`src/rtl/prog_loader.sv`:
```
`default_nettype none
// ============================================================================
// Module      : prog_loader
// Description : Boot-time program loader. Receives a big-endian byte stream
//               (entry point, word count N, N payload words) over a
//               valid/ready handshake, writes the payload words into memory
//               starting at ADDR_BASE, then releases the CPU with a one-cycle
//               INT pulse and the entry point taken from the stream header.
// Ports       : clk, rst_n          - clock, asynchronous active-low reset
//               in_valid/in_byte    - incoming stream byte
//               in_ready            - loader accepts a byte this cycle
//               mem_addr/mem_wdata  - word write address / data
//               mem_we              - one-cycle write strobe per word
//               entryPoint          - entry address from the header
//               INT                 - one-cycle "load PC" pulse to the CPU
//               cpu_hold            - CPU held while high
//               done / err          - sticky completion / header-error flags
// Revision    : 1.0 - initial release
// ============================================================================
module prog_loader #(
  parameter int ADDR_BASE = 128,
  parameter int MAX_WORDS = 256
) (
  input  logic        clk,
  input  logic        rst_n,
  input  logic        in_valid,
  input  logic [7:0]  in_byte,
  output logic        in_ready,
  output logic [31:0] mem_addr,
  output logic [31:0] mem_wdata,
  output logic        mem_we,
  output logic [31:0] entryPoint,
  output logic        INT,
  output logic        cpu_hold,
  output logic        done,
  output logic        err
);

  localparam int CNT_W = $clog2(MAX_WORDS + 1);

  localparam logic [2:0] S_ENTRY = 3'd0;
  localparam logic [2:0] S_COUNT = 3'd1;
  localparam logic [2:0] S_LOAD  = 3'd2;
  localparam logic [2:0] S_START = 3'd3;
  localparam logic [2:0] S_DONE  = 3'd4;
  localparam logic [2:0] S_ERROR = 3'd5;

  logic [2:0]       r_state;
  logic [1:0]       r_byte_cnt;
  logic [23:0]      r_shift;
  logic [CNT_W-1:0] r_count;
  logic [CNT_W-1:0] r_word_cnt;

  logic             w_fire;
  logic             w_last_byte;
  logic             w_all_words;
  logic [31:0]      w_word;

  // Once every payload word has been assembled, the only remaining LOAD
  // cycle is the write of the last word; no further byte may be taken.
  assign w_all_words = (r_word_cnt == r_count);

  assign in_ready = (r_state == S_ENTRY) || (r_state == S_COUNT) ||
                    ((r_state == S_LOAD) && !w_all_words);

  assign w_fire      = in_valid && in_ready;
  assign w_last_byte = w_fire && (r_byte_cnt == 2'd3);
  // Complete big-endian word on the cycle its fourth byte arrives.
  assign w_word      = {r_shift, in_byte};

  assign INT      = (r_state == S_START);
  assign cpu_hold = !((r_state == S_START) || (r_state == S_DONE));
  assign done     = (r_state == S_DONE);
  assign err      = (r_state == S_ERROR);

  // Byte assembly: counter wraps 3->0 on each completed word.
  always_ff @(posedge clk or negedge rst_n) begin
    if (!rst_n) begin
      r_byte_cnt <= 2'd0;
      r_shift    <= 24'd0;
    end else if (w_fire) begin
      r_byte_cnt <= r_byte_cnt + 2'd1;
      r_shift    <= {r_shift[15:0], in_byte};
    end
  end

  // Control FSM and registered memory write port.
  always_ff @(posedge clk or negedge rst_n) begin
    if (!rst_n) begin
      r_state    <= S_ENTRY;
      r_count    <= '0;
      r_word_cnt <= '0;
      entryPoint <= 32'd0;
      mem_we     <= 1'b0;
      mem_addr   <= 32'd0;
      mem_wdata  <= 32'd0;
    end else begin
      mem_we <= 1'b0;
      case (r_state)
        S_ENTRY: begin
          if (w_last_byte) begin
            entryPoint <= w_word;
            r_state    <= S_COUNT;
          end
        end
        S_COUNT: begin
          if (w_last_byte) begin
            if (w_word == 32'd0) begin
              r_state <= S_START;
            end else if (w_word > 32'(MAX_WORDS)) begin
              r_state <= S_ERROR;
            end else begin
              r_count <= w_word[CNT_W-1:0];
              r_state <= S_LOAD;
            end
          end
        end
        S_LOAD: begin
          if (w_all_words) begin
            // This is the write cycle of the last word.
            r_state <= S_START;
          end else if (w_last_byte) begin
            mem_we     <= 1'b1;
            mem_addr   <= 32'(ADDR_BASE) + (32'(r_word_cnt) << 2);
            mem_wdata  <= w_word;
            r_word_cnt <= r_word_cnt + CNT_W'(1);
          end
        end
        S_START: begin
          r_state <= S_DONE;
        end
        S_DONE, S_ERROR: begin
          r_state <= r_state;
        end
        default: begin
          r_state <= S_ERROR;
        end
      endcase
    end
  end

endmodule
`default_nettype wire

```
`config.mk`:
```
export PLATFORM = sky130hd
export DESIGN_NAME = prog_loader
export DESIGN_NICKNAME = d
export VERILOG_FILES = /design/src/rtl/prog_loader.sv
export SDC_FILE = /design/constraint.sdc
export NUM_CORES = 1
export LEC_CHECK = 0
export BUFFER_PORTS_ARGS = -buffer_cell sky130_fd_sc_hd__buf_2
export CAP_MARGIN = 10
export CORE_ASPECT_RATIO = 1.75
export CORE_MARGIN = 2
export CORE_UTILIZATION = 49
export CTS_CLUSTER_DIAMETER = 200
export CTS_CLUSTER_SIZE = 40
export DETAILED_ROUTE_END_ITERATION = 16
export PLACE_DENSITY = 0.74
export SYNTH_ARGS = -nofsm -noshare
export SYNTH_HDL_FRONTEND = slang
export SYNTH_SLANG_ARGS = --single-unit
export TNS_END_PERCENT = 20
```
`constraint.sdc`:
```
create_clock -name clk -period 1.6 [get_ports clk]
set_input_delay 0.16 -clock clk [delete_from_list [all_inputs] [get_ports clk]]
set_output_delay 0.16 -clock clk [all_outputs]
set_load 0.01 [all_outputs]
```
After elaboration in Yosys (flattened, before gate mapping)
Index checks and enable logic that the tools add are counted.

Reductions and logical operators: 15. Equal/unequal tests: 10. Muxes and demuxes: 9. Bitwise gates (word level): 4. $add $sub $neg: 3. Order comparisons: 1.

Operators with widths (number): > comparator 32 x 9 -> 1 bit (second input constant) (1); zero test 32 bit (1); two-way mux 3 bit (5); one-hot mux 3 bit (5 select lines) (1); adder 8 x 11 -> 12 bit (first input constant) (1); adder 9 x 1 -> 9 bit (second input constant) (1); == test 9 bit (1); AND reduction 4 bit (2); == test 3 x 2 -> 1 bit (second input constant) (2); == test 3 bit (second input constant) (2); inequality test 2 bit (second input constant) (3); inverter 1 bit (4); == test 3 x 1 -> 1 bit (second input constant) (1); logical AND 1 bit (3); zero test 3 bit (1); logical OR 1 bit (3); two-way mux 1 bit (3); AND reduction 3 bit (1); adder 2 x 1 -> 2 bit (second input constant) (1); == test 2 bit (second input constant) (1); zero test 1 bit (2); AND reduction 2 bit (1); OR reduction 2 bit (1).

Register bits: 144. Word-level logic and storage cells: 51. Bits of input ports: 11. Output and inout port bits: 102.

Depth between registers and ports, before layout
Depth in word-level cells: 9. Gate-level depth with buffers: 8. Mapped depth without buffers: 6.

Worst setup path before layout
Ideal clock, no wire load.

Kind: register to register. Start: reg r_word_cnt[2]. End: reg r_shift[11]. Stages on the path, launching flop included: 9. Arrival: 1.656 ns. Setup slack: -0.181 ns. Buffers on the path: 3. Library setup time: 0.125 ns. Data required time: 1.475 ns. Clock period less this slack: 1.781 ns. Path through: dfrtp_1 > buf_2 > xnor2_1 > nand4_1 > nor3_2 > a21o_1 > buf_6 > buf_6 > mux2_2.

Cells in the longest elaborated chain, start to end: 5.

RTL lines: start: declaration (line 52) `logic [CNT_W-1:0] r_word_cnt;`; start signal: assignment (line 126) `r_word_cnt <= r_word_cnt + CNT_W'(1);`; == test 9 bit (line 61) `assign w_all_words = (r_word_cnt == r_count);`; zero test 1 bit (line 64) `((r_state == S_LOAD) && !w_all_words);`; logical AND 1 bit (line 64); logical OR 1 bit (line 63) `assign in_ready = (r_state == S_ENTRY) || (r_state == S_COUNT) ||`; logical AND 1 bit (line 66) `assign w_fire = in_valid && in_ready;`; end signal: assignment (line 83) `r_shift <= {r_shift[15:0], in_byte};`; end: declaration (line 50) `logic [23:0] r_shift;`.

Every way passes these cells. A chain may end at the register's enable or synchronous reset.

Worst setup path after layout
Start: reg r_count[2]. End: reg r_word_cnt[1].

Cells in the longest elaborated chain, start to end: 7. Elaborated cells on any way between the ends: 8. Classes of those cells: 1 x eq/ne; 1 x bitwise; 6 x reduce/logical.

RTL lines: start: declaration (line 51) `logic [CNT_W-1:0] r_count;`; start signal: assignment (line 113) `r_count <= w_word[CNT_W-1:0];`; == test 9 bit (*) (line 61); zero test 1 bit (line 64); logical AND 1 bit (line 64); logical OR 1 bit (line 63); logical AND 1 bit (line 66); logical AND 1 bit (line 67) `assign w_last_byte = w_fire && (r_byte_cnt == 2'd3);`; AND reduction 3 bit (no line) (*).

Every way passes the cells marked *; elsewhere a longest branch is shown, timed or not.

==> run summary <==
Counting the buffers created by CTS gives 17. The required time of the critical path came out at 1.89 ns. Across the routed clock network, the largest skew measured is 0.00596 ns. The CTS tree is yes. The net count of the finished layout came out at 549. The placed instances occupy a cell area of 6110 um^2. The floorplan step set the die width to 81.6 um. The wire-length estimate of the detail-placed layout is 8.17 mm.

The largest incremental delay on the critical path is 0.41 ns. The worst-skew pair later-pin latency came out at 0.41 ns. The worst hold slack came out at 0.0837 ns. The number of global-route vias before repair came out at 3792. The tree is rooted in a sky130_fd_sc_hd__clkbuf_16. In the final routed layout, each cell accounts on average for 19.4 um. The pin count of the biggest net entering global routing is 59.

The worst setup path is captured at a register. The distinct cell type count of the synthesized netlist came out at 36. The number of sinks handled by clock tree synthesis came out at 122.

The final reports fail on negative setup slack. The area of the mapped netlist came out at 5160 um^2. In the final layout, the share of cells above drive strength 1 is 57.2%. The proportion of register bits with asynchronous set or reset after synthesis is 100%. Setup repair after global routing could not meet its margin everywhere. The overall fraction of global-route tracks in use is 24.1%.

The path class of the tightest hold or removal check is in -> reg. The effective utilization at floorplan is 50.4%. The flow ran to the end, but the final reports show violations. Across the VDD grid, the largest voltage drop is 0.000903 V.

The number of port buffers came out at 90. The number of DRC markers after the initial detailed-route iteration is 149. The count of final max-slew check failures came out at 0. The number of search-and-repair iterations in the first detailed-routing pass is 4. For the final routed database, the setup TNS stands at -33.04 ns.

The number of diodes came out at 0. The overflow left after global routing is 0. The maximum fanout along the worst path is 7.

The filler cell count in the final layout is 693. The number of routed nets with antenna violations came out at 0. The ratio of routed vias to standard cells is 5.24. The H-tree level count is 4.

The core region is 10200 um^2. Summed over all cells, the static leakage comes to 4.08 nW. For met3 alone, demand over resource in global routing was 5.71%. The number of buffers between clock root and the deepest sink came out at 2. The number of hold violations in the final report came out at 0.

The critical path data arrival time is 2.31 ns. The number of antenna violations at the first check in global routing is 0. The met2 usage in global routing is 41.1%. The worst-path cell with the longest stage delay is sky130_fd_sc_hd__dfrtp_1.

Clock-pin slew was measured on the worst setup and hold paths at 0.05 ns. The growth of design area from synthesis to finish came out at 39.1%. The floorplan step set the die height to 140 um. Wires add up to 13.1 mm.

The cell count after synthesis is 365. The post-detailed-route DRC marker count is 0. Among all cell types in the netlist, the one instantiated most often is sky130_fd_sc_hd__dfrtp_1.

The combined area of the multi-input logic cells is 2160 um^2. A synthesized cell averages 14.1 um^2. The I/O pin count is 113. The placer's final routability congestion estimate is 0.795. The signal on the critical path passes through xnor2_2 > nand4_1 > buf_4 > o31ai_4 > buf_6 > clkbuf_16 > mux2_4. The first-pass GRT wire length came out at 20.3 mm. The final worst setup slack is -0.416 ns.

The smallest clock period supported by the final layout is computed as 2.02 ns. The top cell type by area accounts for 59.2% of the synthesized area. The peak clock frequency supported by timing is 0.496 GHz. The power per unit of standard cell area came out at 945 nW/um^2. The portion of the post-synthesis area used by sequential elements is 59.2%. The combined flip-flop and latch cell area came out at 3050 um^2.

The register bit total from synthesis is 122. The die footprint is 11400 um^2. The worst setup path is launched from a register. For this run, the leading register cell type out of synthesis is sky130_fd_sc_hd__dfrtp_1. The overall power is 6.78 mW. The share of the clock period used by the worst path after layout came out at 126%. The post-layout utilization of the core is 70.1%. Across the run, the number of max-cap violations was 0. The routed layout has 3534 vias. The synthesized design spends more area on one cell type than any other, namely sky130_fd_sc_hd__dfrtp_1.

The count of standard-cell rows came out at 49. The total number of yosys warnings came out at 0. Counting flops with a built-in enable in the synthesized netlist gives 0. The area of all placed cells without fillers came out at 7170 um^2. In this run the most used layer during global routing was met2. The critical path is of the reg -> reg type. By count the netlist is led by sky130_fd_sc_hd__dfrtp_1 (122), sky130_fd_sc_hd__mux2_2 (96), sky130_fd_sc_hd__buf_4 (29). By area the synthesized netlist is led by sky130_fd_sc_hd__dfrtp_1 (59%), sky130_fd_sc_hd__mux2_2 (21%), sky130_fd_sc_hd__buf_4 (4.2%), sky130_fd_sc_hd__xnor2_1 (2.2%), sky130_fd_sc_hd__mux2_1 (2.0%). Setup violations remaining at the end of the flow were counted as 126. In the global route stage, met1 resource usage came out at 28.3%.
## final cells by class
class | count | share of cell area, %
Sequential cell | 122 | 42.6
Tap cell | 127 | 2.21
Inverter | 5 | 0.262
Clock buffer | 23 | 6.66
Multi-Input combinational cell | 220 | 30.2
Timing Repair Buffer | 169 | 17.2
Clock inverter | 8 | 0.977
## registers in the layout (all words and copies together), names as in the netlist, 2 cells and up
| name | cells |
|---|---|
| entryPoint | 32 |
| mem_addr | 10 |
| mem_wdata | 32 |
| r_byte_cnt | 2 |
| r_count | 9 |
| r_shift | 24 |
| r_state | 3 |
| r_word_cnt | 9 |
## logic make-up (layout without fill, tap and decap cells)
kind of cell	Yosys count	after routing	share of synthesized area, %
buf+inv	44	205	5.99
mux	105	105	22.9
xor+xnor	20	20	3.40
fa+ha+maj	3	3	0.728
simple gates	56	56	5.92
flops	122	122	59.2
compound gates	14	14	1.77
other cells	1	22	0.0727
## per-stage QoR
step,setup slack [ns],cells
after floorplan,-0.170,386
after global placement,-0.277,628
after detailed placement,-0.323,628
after CTS,-0.366,671
after global routing,-0.488,674
final,-0.416,674
## placed cells by master, fill, tap and decap left out, types with 6 or more instances in the layout
cell                          n
sky130_fd_sc_hd__buf_2       89
sky130_fd_sc_hd__buf_4       60
sky130_fd_sc_hd__buf_6        9
sky130_fd_sc_hd__clkbuf_16   19
sky130_fd_sc_hd__conb_1      22
sky130_fd_sc_hd__dfrtp_1    122
sky130_fd_sc_hd__mux2_1       8
sky130_fd_sc_hd__mux2_2      47
sky130_fd_sc_hd__mux2_4      50
sky130_fd_sc_hd__nand2_1     14
sky130_fd_sc_hd__nor2_1       9
sky130_fd_sc_hd__nor4_2       6
sky130_fd_sc_hd__xnor2_1      9
sky130_fd_sc_hd__xor2_1       7
## critical path: cells and delay by family, from the launching register on
family,cells,cell delay (ns)
muxes,1,0.30
DFF,1,0.41
and+or+nand+nor,1,0.17
buffers and inverters,3,0.58
AOI/OAI and AO/OA,1,0.27
xor gates and xnor gates,1,0.17
## routing by layer
metal / vias to the layer above / part of all wire [%] / wire [um]
li1: 1565 / - / -
met1: 1834 / 39 / 5080
met2: 119 / 55 / 7230
met3: 16 / 3.9 / 504
met4: 0 / 1.9 / 245
met5: - / 0 / 0
## worst paths after layout
path                              start              to  slack, ns  cells after the start
hold reg to reg            mem_addr[11]    mem_addr[11]       0.48                      2
hold / removal                 in_valid      r_state[2]       0.08                      3
setup reg to reg             r_count[2]   r_word_cnt[1]      -0.42                      7
setup / recovery             r_count[2]   r_word_cnt[1]      -0.42                      7
min in group asynchronous         rst_n  entryPoint[29]       0.23                      2
max in group asynchronous         rst_n   mem_wdata[19]       0.73                      3
## timing repair
| item | CTS | global route |
|---|---|---|
| hold buffers | 1 | 0 |
| pin swaps | 5 | 6 |
| gates cloned | 4 | 2 |
| resized for setup | 60 | 26 |
| buffers inserted | 7 | 3 |
| endpoints found under the hold margin | 27 | 0 |
| setup endpoints to repair | 122 | 127 |
## where the power goes
| group | internal, mW | leakage [nW] | switching, mW |
|---|---|---|---|
| Sequential | 3.09 | 1.69 | 0 |
| Clock | 2.23 | 0.269 | 1.31 |
| Combinational | 0.0375 | 2.12 | 0.112 |
Power figures use the tool's default switching activity.
